`src/rtl/almacen_pkg.sv`:
```
`default_nettype none
// ============================================================================
// Module      : almacen_pkg
// Description : Shared encodings for the multi-gate warehouse controller:
//               per-gate FSM states and gate direction constants.
// Revision    : 1.0 - initial release
// ============================================================================
package almacen_pkg;

  // Per-gate FSM state encoding
  typedef logic [1:0] gate_state_t;

  localparam gate_state_t CLOSED = 2'd0;  // a=0, c=1
  localparam gate_state_t OPEN   = 2'd1;  // a=1, c=0, slot reserved
  localparam gate_state_t PASS   = 2'd2;  // a=1, c=0, item crossing

  // Gate direction, one bit per gate in the DIR mask
  localparam logic ENTRY = 1'b1;  // passage increments occupancy
  localparam logic EXIT  = 1'b0;  // passage decrements occupancy

endpackage : almacen_pkg
`default_nettype wire

```
`src/rtl/almacen_gate_ctrl_if.sv`:
```
`default_nettype none
// ============================================================================
// Module      : almacen_gate_ctrl_if
// Description : Sensor/actuator bundle between the gate sensors, the gate
//               controller and the door actuators.
// Revision    : 1.0 - initial release
// ============================================================================
interface almacen_gate_ctrl_if #(
  parameter int NCH = 2,
  parameter int CW  = 4
);

  logic [NCH-1:0] s1;     // request sensor per gate
  logic [NCH-1:0] s2;     // passage sensor per gate
  logic [NCH-1:0] a;      // open command per gate
  logic [NCH-1:0] c;      // close command per gate
  logic [CW-1:0]  count;  // current occupancy
  logic           full;
  logic           empty;
  logic [NCH-1:0] alarm;  // tailgating pulse per gate

  // Sensor side: drives sensors, observes actuators and status
  modport master (
    output s1, s2,
    input  a, c, count, full, empty, alarm
  );

  // Controller side
  modport slave (
    input  s1, s2,
    output a, c, count, full, empty, alarm
  );

endinterface : almacen_gate_ctrl_if
`default_nettype wire

```
`src/rtl/gate_fsm.sv`:
```
`default_nettype none
// ============================================================================
// Module      : gate_fsm
// Description : Single gate controller: sensor synchronisers, rising-edge
//               detection, open timeout timer and CLOSED/OPEN/PASS state.
//               The slot grant comes from the arbitration at the top level.
// Revision    : 1.0 - initial release
// ============================================================================
module gate_fsm
  import almacen_pkg::*;
#(
  parameter int TOPEN = 8
) (
  input  logic clk,
  input  logic rst,
  input  logic s1,         // raw request sensor
  input  logic s2,         // raw passage sensor
  input  logic grant,      // slot granted for this cycle's request
  output logic req_edge,   // s1 rising edge while CLOSED (asks for a slot)
  output logic pass_edge,  // s2 rising edge while OPEN (passage to count)
  output logic is_open,    // slot currently reserved
  output logic a,
  output logic c,
  output logic alarm
);

  localparam int TW = (TOPEN > 2) ? $clog2(TOPEN) : 1;

  // [0],[1] form the synchroniser; [2] is the previous synchronised value
  logic [2:0]    s1_pipe;
  logic [2:0]    s2_pipe;
  gate_state_t   state;
  logic [TW-1:0] timer;

  logic s1_edge;
  logic s2_edge;

  assign s1_edge   = s1_pipe[1] & ~s1_pipe[2];
  assign s2_edge   = s2_pipe[1] & ~s2_pipe[2];
  assign req_edge  = s1_edge & (state == CLOSED);
  assign pass_edge = s2_edge & (state == OPEN);
  assign is_open   = (state == OPEN);

  // Synchronisers, gate state, timeout timer and registered commands
  always_ff @(posedge clk) begin
    if (rst) begin
      s1_pipe <= '0;
      s2_pipe <= '0;
      state   <= CLOSED;
      timer   <= '0;
      a       <= 1'b0;
      c       <= 1'b1;
      alarm   <= 1'b0;
    end else begin
      s1_pipe <= {s1_pipe[1:0], s1};
      s2_pipe <= {s2_pipe[1:0], s2};
      // Something crossed a shut door: tailgating
      alarm   <= s2_edge & (state == CLOSED);
      case (state)
        CLOSED: begin
          if (req_edge && grant) begin
            state <= OPEN;
            timer <= TW'(TOPEN - 1);
            a     <= 1'b1;
            c     <= 1'b0;
          end
        end
        OPEN: begin
          // A passage in the last timer cycle still counts
          if (s2_edge) begin
            state <= PASS;
          end else if (timer == '0) begin
            state <= CLOSED;
            a     <= 1'b0;
            c     <= 1'b1;
          end else begin
            timer <= timer - TW'(1);
          end
        end
        PASS: begin
          if (!s2_pipe[1]) begin
            state <= CLOSED;
            a     <= 1'b0;
            c     <= 1'b1;
          end
        end
        default: begin
          state <= CLOSED;
          a     <= 1'b0;
          c     <= 1'b1;
        end
      endcase
    end
  end

endmodule : gate_fsm
`default_nettype wire

```
`src/rtl/almacen_gate_ctrl.sv`:
```
`default_nettype none
// ============================================================================
// Module      : almacen_gate_ctrl
// Description : Multi-gate warehouse access controller. NCH gates, each an
//               entry or exit gate, share one occupancy counter bounded by
//               CAP. Gates reserve a slot before opening; lower-index gates
//               win when slots run out.
// Revision    : 1.0 - initial release
// ============================================================================
module almacen_gate_ctrl
  import almacen_pkg::*;
#(
  parameter int             NCH   = 2,
  parameter int             CAP   = 15,
  parameter int             CW    = 4,
  parameter int             TOPEN = 8,
  parameter logic [NCH-1:0] DIR   = NCH'(2'b01)
) (
  input  logic                clk,
  input  logic                rst,
  almacen_gate_ctrl_if.slave  bus
);

  // Wide enough for count plus up to 8 pending/granted gates
  localparam int AW = CW + 4;

  logic [NCH-1:0] req_edge;
  logic [NCH-1:0] pass_edge;
  logic [NCH-1:0] is_open;
  logic [NCH-1:0] grant;
  logic [NCH-1:0] gate_a;
  logic [NCH-1:0] gate_c;
  logic [NCH-1:0] gate_alarm;

  logic [CW-1:0]  count;
  logic           full;
  logic           empty;

  logic [AW-1:0]  pend_in;
  logic [AW-1:0]  pend_out;
  logic [AW-1:0]  cum_in;
  logic [AW-1:0]  cum_out;
  logic [AW-1:0]  n_inc;
  logic [AW-1:0]  n_dec;
  logic [AW-1:0]  sum_up;
  logic [AW-1:0]  sum_net;
  logic [CW-1:0]  count_next;

  generate
    for (genvar gi = 0; gi < NCH; gi++) begin : g_gate
      gate_fsm #(
        .TOPEN (TOPEN)
      ) u_gate (
        .clk       (clk),
        .rst       (rst),
        .s1        (bus.s1[gi]),
        .s2        (bus.s2[gi]),
        .grant     (grant[gi]),
        .req_edge  (req_edge[gi]),
        .pass_edge (pass_edge[gi]),
        .is_open   (is_open[gi]),
        .a         (gate_a[gi]),
        .c         (gate_c[gi]),
        .alarm     (gate_alarm[gi])
      );
    end
  endgenerate

  // Outstanding reservations: gates that are open but not yet crossed
  always_comb begin
    pend_in  = '0;
    pend_out = '0;
    for (int i = 0; i < NCH; i++) begin
      if (is_open[i]) begin
        if (DIR[i] == ENTRY) pend_in  = pend_in  + AW'(1);
        else                 pend_out = pend_out + AW'(1);
      end
    end
  end

  // Priority chain: each grant consumes a slot seen by higher-index gates
  always_comb begin
    grant   = '0;
    cum_in  = '0;
    cum_out = '0;
    for (int i = 0; i < NCH; i++) begin
      if (req_edge[i]) begin
        if (DIR[i] == ENTRY) begin
          if ((AW'(count) + pend_in + cum_in) < AW'(CAP)) begin
            grant[i] = 1'b1;
            cum_in   = cum_in + AW'(1);
          end
        end else begin
          if (AW'(count) > (pend_out + cum_out)) begin
            grant[i] = 1'b1;
            cum_out  = cum_out + AW'(1);
          end
        end
      end
    end
  end

  // Net occupancy change of all passages this cycle, saturated at 0/CAP
  always_comb begin
    n_inc = '0;
    n_dec = '0;
    for (int i = 0; i < NCH; i++) begin
      if (pass_edge[i]) begin
        if (DIR[i] == ENTRY) n_inc = n_inc + AW'(1);
        else                 n_dec = n_dec + AW'(1);
      end
    end
    sum_up = AW'(count) + n_inc;
    if (sum_up < n_dec) sum_net = '0;
    else                sum_net = sum_up - n_dec;
    if (sum_net > AW'(CAP)) count_next = CW'(CAP);
    else                    count_next = sum_net[CW-1:0];
  end

  // Occupancy counter with flags registered alongside it
  always_ff @(posedge clk) begin
    if (rst) begin
      count <= '0;
      full  <= 1'b0;
      empty <= 1'b1;
    end else begin
      count <= count_next;
      full  <= (count_next == CW'(CAP));
      empty <= (count_next == '0);
    end
  end

  assign bus.a     = gate_a;
  assign bus.c     = gate_c;
  assign bus.alarm = gate_alarm;
  assign bus.count = count;
  assign bus.full  = full;
  assign bus.empty = empty;

endmodule : almacen_gate_ctrl
`default_nettype wire

```
`src/flat_wrapper.sv`:
```
// flat-port wrapper written by rule: the top's interface ports become plain ports
module almacen_gate_ctrl_flat import almacen_pkg::*;
#(
  parameter int             NCH   = 2,
  parameter int             CAP   = 15,
  parameter int             CW    = 4,
  parameter int             TOPEN = 8,
  parameter logic [NCH-1:0] DIR   = NCH'(2'b01)
)
  (clk, rst, bus_s1, bus_s2, bus_a, bus_c, bus_count, bus_full, bus_empty, bus_alarm);
  almacen_gate_ctrl_if #(.NCH(NCH), .CW(CW)) bus_i ();
  input  logic clk;
  input  logic rst;
  input wire logic [$bits(bus_i.s1)-1:0] bus_s1;
  input wire logic [$bits(bus_i.s2)-1:0] bus_s2;
  output wire logic [$bits(bus_i.a)-1:0] bus_a;
  output wire logic [$bits(bus_i.c)-1:0] bus_c;
  output wire logic [$bits(bus_i.count)-1:0] bus_count;
  output wire logic [$bits(bus_i.full)-1:0] bus_full;
  output wire logic [$bits(bus_i.empty)-1:0] bus_empty;
  output wire logic [$bits(bus_i.alarm)-1:0] bus_alarm;
  assign bus_i.s1 = bus_s1;
  assign bus_i.s2 = bus_s2;
  assign bus_a = bus_i.a;
  assign bus_c = bus_i.c;
  assign bus_count = bus_i.count;
  assign bus_full = bus_i.full;
  assign bus_empty = bus_i.empty;
  assign bus_alarm = bus_i.alarm;
  almacen_gate_ctrl #(.NCH(NCH), .CAP(CAP), .CW(CW), .TOPEN(TOPEN), .DIR(DIR)) u_core (.clk(clk), .rst(rst), .bus(bus_i));
endmodule
```
`config.mk`:
```
export PLATFORM = sky130hd
export DESIGN_NAME = almacen_gate_ctrl_flat
export DESIGN_NICKNAME = d
export VERILOG_FILES = /design/src/rtl/almacen_pkg.sv /design/src/rtl/almacen_gate_ctrl_if.sv /design/src/rtl/gate_fsm.sv /design/src/rtl/almacen_gate_ctrl.sv /design/src/flat_wrapper.sv
export SDC_FILE = /design/constraint.sdc
export NUM_CORES = 1
export LEC_CHECK = 0
export CORE_MARGIN = 3
export CORE_UTILIZATION = 30
export CTS_CLUSTER_SIZE = 16
export DETAILED_ROUTE_END_ITERATION = 6
export GPL_ROUTABILITY_DRIVEN = 0
export PLACE_DENSITY_LB_ADDON = 0.08
export SYNTH_ARGS = -nofsm -noshare
export SYNTH_HDL_FRONTEND = slang
export SYNTH_SLANG_ARGS = --single-unit
```
`constraint.sdc`:
```
create_clock -name clk -period 3.3 [get_ports clk]
set_clock_uncertainty 0.2 [all_clocks]
set_input_delay 0.66 -clock clk [delete_from_list [all_inputs] [get_ports clk]]
set_output_delay 0.66 -clock clk [all_outputs]
set_load 0.01 [all_outputs]
```
**Word-level counts from Yosys, hierarchy flattened**

Cells that the tools add are included.

- Flip-flop bits (word level): 34
- Bits of input ports: 6
- Output and inout bits: 12
- Logic and storage cells: 120

- $add $sub $neg: 5
- $lt $le $gt $ge: 4
- Equal/unequal tests: 17
- Muxes and demuxes: 48
- Bitwise operators: 14
- Reduce and logical (&&, ||, !) cells: 15

Operators with widths:

| operator | number |
|---|---|
| two-way mux 1 bit | 24 |
| two-way mux 3 bit | 6 |
| two-way mux 2 bit | 8 |
| AND reduction 4 bit | 4 |
| inequality test 2 bit (second input constant) | 6 |
| case mux 1 bit (3 select lines) | 4 |
| case mux 2 bit (3 select lines) | 2 |
| case mux 3 bit (2 select lines) | 2 |
| adder 4 x 1 -> 5 bit | 2 |
| bitwise AND 1 bit | 10 |
| greater-than comparator 8 x 4 -> 1 bit (second input constant) | 1 |
| < comparator 8 x 1 -> 1 bit | 1 |
| < comparator 8 x 4 -> 1 bit (second input constant) | 1 |
| two-way mux 8 bit | 1 |
| inequality test 2 x 1 -> 1 bit (second input constant) | 4 |
| subtractor 8 x 1 -> 8 bit | 1 |
| logical NOT 3 bit | 2 |
| inequality test 3 x 1 -> 1 bit (second input constant) | 2 |
| AND reduction 3 bit | 2 |
| subtractor 3 x 1 -> 3 bit (second input constant) | 2 |
| == test 2 x 1 -> 1 bit (second input constant) | 2 |
| == test 2 bit (second input constant) | 2 |
| == test 4 bit (second input constant) | 1 |
| greater-than comparator 4 x 1 -> 1 bit | 1 |
| 6 further kinds | 12 |

**Longest topological paths before layout**

- Word-level depth: 10
- Depth in mapped cells: 10
- Mapped depth without buffers: 10

**By module**

A second synthesis with hierarchy kept.

- Cell total of the unflattened synthesis: 176
- Area total of the unflattened synthesis: 1762.9 um^2

By module, submodules not included:

| module | times used | cells each | area an instance (um^2) | seq. area each (um^2) |
|---|---|---|---|---|
| gate_fsm | 2 | 60 | 643.1 | 280.3 |
| almacen_gate_ctrl | 1 | 56 | 476.7 | 120.1 |

**Least setup slack after synthesis**

Ideal clock, no wire load.

- Path type: reg-to-reg
- Start point: register u_core.g_gate[0].u_gate.state[0]
- End point: register u_core.empty (netlist: u_core.bus.empty)
- Library setup time: 122 ps
- Data arrival time: 2162 ps
- Required time: 2978 ps
- Setup slack: 816 ps
- Cell stages (with the launch flop): 10
- Path buffers: 0
- Period minus slack after synthesis: 2484 ps
- Path through: dfxtp_1 nor2b_1 and3_1 ha_1 ha_1 xor2_1 nor3b_2 a31oi_2 and3_1 o32a_1

- Word-level cells in the longest chain between the ends: 9
- Elaborated cells on any way between the ends: 10
- Classes of those cells: add/sub (2); order compare (2); eq/ne (1); mux (3); bitwise (1); reduce/logical (1)

RTL lines:

| what | RTL line | source |
|---|---|---|
| start, declared | gate_fsm.sv:32 | `gate_state_t state;` |
| start signal, assigned | gate_fsm.sv:49 | `state <= CLOSED;` |
| start signal, assigned | gate_fsm.sv:62 | `state <= OPEN;` |
| start signal, assigned | gate_fsm.sv:71 | `state <= PASS;` |
| == test 2 x 1 -> 1 bit * | gate_fsm.sv:41 | `assign pass_edge = s2_edge & (state == OPEN);` |
| bitwise AND 1 bit * | gate_fsm.sv:41 |  |
| two-way mux 1 bit * | almacen_gate_ctrl.sv:108 | `if (pass_edge[i]) begin` |
| adder 4 x 1 -> 5 bit * | almacen_gate_ctrl.sv:113 | `sum_up = AW'(count) + n_inc;` |
| subtractor 8 x 1 -> 8 bit or < comparator 8 x 1 -> 1 bit (tied branches) | almacen_gate_ctrl.sv:115, almacen_gate_ctrl.sv:114 |  |
| two-way mux 8 bit * | almacen_gate_ctrl.sv:114 | `if (sum_up < n_dec) sum_net = '0;` |
| greater-than comparator 8 x 4 -> 1 bit | almacen_gate_ctrl.sv:116 | `if (sum_net > AW'(CAP)) count_next = CW'(CAP);` |
| two-way mux 4 bit * | almacen_gate_ctrl.sv:116 |  |
| logical NOT 4 bit * | almacen_gate_ctrl.sv:129 | `empty <= (count_next == '0);` |
| end signal, assigned | almacen_gate_ctrl.sv:129 |  |
| end, declared | almacen_gate_ctrl.sv:37 | `logic empty;` |

Every way passes the cells marked *; elsewhere a longest branch is shown, timed or not.
A chain may end at the register's enable or synchronous reset.

**Worst setup path after layout**

Same ends and word-level chain as after synthesis.

==> impl_metrics.py <==
metrics = {
    "timing": {
        "setup_viol": 0,
        "min_period_ns": 2.797,
        "setup_ws_ns": 0.5027,
        "fin_setup_tns_ns": 0,
        "max_slew_margin_pct": 50.26,
        "hold_violations": 0,
        "rsz0062_at_grt": "false",
        "max_slew.worst_pin.slew_ns": 0.7368,
        "finalMaxSlewViolations": 0,
        "timing.fmax_mhz": 357.5,
        "fin_crit_sh_pct": 84.77,
    },
    "die": {
        "die_w_um": 80.42,
        "initial_utilization_pct": 31.72,
        "io_pins": 18,
        "core_area_sq_um": 5238,
        "die_y_um": 80.42,
        "rows": 26,
        "dieArea_sq_um": 6467,
    },
    "critical_path": {
        "crit_path_cell_trace": "nor2b_1 > and3_1 > ha_1 > ha_1 > xor2_1 > nor3b_2 > a31oi_2 > and3_1 > o32a_1",
        "r2r-end": "u_core.bus.empty$_SDFF_PP1_",
        "reg2regPathDepth": 9,
        "reg2reg_slack_ns": 0.50,
        "critPathCaptureType": "flop",
        "regToRegStartpoint": "u_core.g_gate[0].u_gate.state[0]$_SDFFE_PP0P_",
        "path_max_fanout": 6,
        "crit_required_ns": 3.26,
        "critPathMaxStageDelay_ns": 0.40,
        "crit_arrival_ns": 2.76,
        "crit_path_start_kind": "flop",
        "crit_type": "flop to flop",
        "crit_path_top_delay_cell": "nor3b_2",
    },
    "power_and_ir_drop": {
        "peakVddDrop_uv": 174.9,
        "powerDensity_nw_per_um2": 396.1,
        "power_leakage_nw": 0.7331,
    },
    "yosys": {
        "syn_nets": 196,
        "syn_area_sq_um": 1662,
        "yosysUniqueCellTypes": 44,
        "yosysSeqAreaShare_pct": 40.96,
        "yosys_warnings": 0,
        "synthCells": 179,
        "synth-seq-cells": 34,
        "avgSynthCellArea_sq_um": 9.283,
    },
    "cts": {
        "clkTransAtPathRegs_ns": 0.07,
        "post-cts-setup-buffer-count": 0,
        "root_buffer": "clkbuf_8",
        "h-tree-depth": 2,
        "clk_latency_ns": 0.27,
        "tritoncts": "done",
        "postCtsHoldBufs": 0,
        "numCtsBuffers": 5,
        "clock_path_buffers": 2,
        "ctsResizeCount": 0,
        "clkSinkCount": 34,
    },
    "worst_hold_path": {
        "whs_endpoint": "u_core.g_gate[0].u_gate.s1_pipe[1]$_SDFF_PP0_",
        "hold_path_class": "flop to flop",
        "hold_depth": 1,
        "worstHoldStart": "u_core.g_gate[0].u_gate.s1_pipe[0]$_SDFF_PP0_",
    },
    "finish": {
        "nets": 209,
        "layout_commonest_cell": "dfxtp_1",
        "final_layout_size_suffix_gt1_share_pct": 8.333,
        "area_delta_synth_final_pct": 15.29,
        "fillers": 541,
        "antenna_cells": 0,
        "stdcell_area_sq_um": 1916,
        "final-seq-area_sq_um": 680.7,
        "mostFrequentLayoutCells": "dfxtp_1 (34), nor2b_1 (20), clkdlybuf4s50_1 (17), inv_1 (14), ha_1 (11)",
        "multi_input_area_sq_um": 840.8,
    },
    "drt": {
        "routed_wirelength_mm": 3.180,
        "vias": 1278,
        "drtIter0Drc": 82,
        "drc": 0,
        "drtPass1Iterations": 4,
        "ant_nets": 0,
        "via_per_inst": 4.878,
        "drt-wirelength-per-cell_um": 12.14,
    },
    "placement": {
        "dp_hpwl_mm": 2.344,
        "io_buffers": 17,
        "dp_slack_ns": 0.5361,
        "placed_area_sq_um": 1839,
    },
    "grt": {
        "track_usage_pct": 10.94,
        "grt_overflow_total": 0,
        "grt_max_degree": 27,
        "grt_pass1_wl_mm": 5.430,
        "antenna_found_initial": 0,
        "grt_pass1_vias": 1243,
    },
    "run_status": {
        "status": "complete, no violations",
    },
    "flow_run": {
        "maxCapViolations": 0,
    },
}
[cells by family after synthesis]
logic type / synth area share, %
flip-flops: 40.96
buffers and inverters: 8.433
XOR/XNOR: 3.163
adder cells (fa/ha/maj): 8.283
AO/OA/AOI/OAI: 18.83
AND/OR/NAND/NOR: 20.33
[critical path, delay by kind of cell (launching register included)]
kind,cells,cell delay [ns]
xor+xnor,1,0.12
flops,1,0.33
compound gates,2,0.37
fa+ha+maj,2,0.47
simple gates,4,1.20
[stage by stage]
stage / total power [mW] / util, % / hold slack, ns / std cells
floorplan: 0.4707 / - / 0.2138 / 179
global route: 0.8011 / 36.57 / 0.2632 / 262
detailed placement: 0.4870 / 35.12 / 0.2313 / 255
CTS: 0.7754 / 36.57 / 0.2470 / 262
global placement: 0.4856 / 35.12 / 0.2180 / 255
finish: 0.7588 / 36.57 / 0.2383 / 262
[layout make-up]
| class | instances | area share, % |
|---|---|---|
| Inverter | 14 | 2.743 |
| Multi-Input combinational cell | 119 | 43.89 |
| Timing Repair Buffer | 18 | 9.275 |
| Clock buffer | 7 | 3.984 |
| Sequential cell | 34 | 35.53 |
| Tap cell | 70 | 4.572 |
[layer usage]
layer  track usage [%]  vias up  part of all wire [%]  wire [um]
li1                  -      637                     -          -
met1             12.87      602                    46       1452
met2             17.72       30                    47       1491
met3             2.803        9                   4.2        135
met4             6.588        0                   3.1        100
met5                 0        -                     0          0
[registers in the layout, summed over array words and instances (netlist names)]
signal,count
u_core.g_gate.u_gate.s2_pipe,6
u_core.bus.full,1
u_core.g_gate.u_gate.c,2
u_core.bus.empty,1
u_core.g_gate.u_gate.alarm,2
u_core.g_gate.u_gate.state,4
u_core.g_gate.u_gate.timer,6
u_core.bus.count,4
u_core.g_gate.u_gate.a,2
u_core.g_gate.u_gate.s1_pipe,6
[power by group]
| group | switching (mW) | internal (mW) | leakage [nW] |
|---|---|---|---|
| Combinational | 0.0253 | 0.0251 | 0.418 |
| Sequential | 0.00507 | 0.422 | 0.277 |
| Clock | 0.136 | 0.145 | 0.0383 |
[synth_stat cells (all sizes together)]
cell / number / share of area, %
nor4: 1 / 0.38
and3: 2 / 0.75
ha: 11 / 8.3
o32a: 1 / 0.60
nor3b: 2 / 1.2
or3: 2 / 0.75
a21o: 2 / 0.90
nor2: 10 / 2.3
o21ai: 6 / 2.0
o22ai: 1 / 0.38
nand3: 4 / 1.2
nand2: 9 / 2.0
nand4: 2 / 0.75
a211oi: 3 / 1.4
xnor2: 4 / 2.1
nand2b: 3 / 1.1
o21a: 4 / 1.8
a31oi: 1 / 0.75
xor2: 2 / 1.1
o31a: 2 / 1.1
and2: 1 / 0.38
o41ai: 1 / 0.53
o32ai: 1 / 0.98
or3b: 1 / 0.53
o211ai: 1 / 0.45
o22a: 1 / 0.53
buf: 11 / 5.0
inv: 14 / 3.2
a21oi: 9 / 2.7
a22oi: 1 / 0.45
dfxtp: 34 / 41
o311ai: 1 / 0.53
nor2b: 20 / 7.5
a31o: 1 / 1.1
clkbuf: 1 / 0.23
nor3: 1 / 0.30
or2: 3 / 1.1
a221oi: 5 / 2.6
[how the worst max path moves through the flow]
stage / startpoint / endpoint
6_report: u_core.g_gate[0].u_gate.state[0]$_SDFFE_PP0P_ / u_core.bus.empty$_SDFF_PP1_
4_1_cts: u_core.g_gate[0].u_gate.state[0]$_SDFFE_PP0P_ / u_core.bus.empty$_SDFF_PP1_
3_3_place_gp: u_core.g_gate[0].u_gate.state[0]$_SDFFE_PP0P_ / u_core.bus.empty$_SDFF_PP1_
5_1_grt: u_core.g_gate[0].u_gate.state[0]$_SDFFE_PP0P_ / u_core.bus.empty$_SDFF_PP1_
3_5_place_dp: u_core.g_gate[0].u_gate.state[0]$_SDFFE_PP0P_ / u_core.bus.empty$_SDFF_PP1_
2_1_floorplan: u_core.g_gate[0].u_gate.state[0]$_SDFFE_PP0P_ / u_core.bus.empty$_SDFF_PP1_
Note: power is estimated with default switching activity, not from simulation.
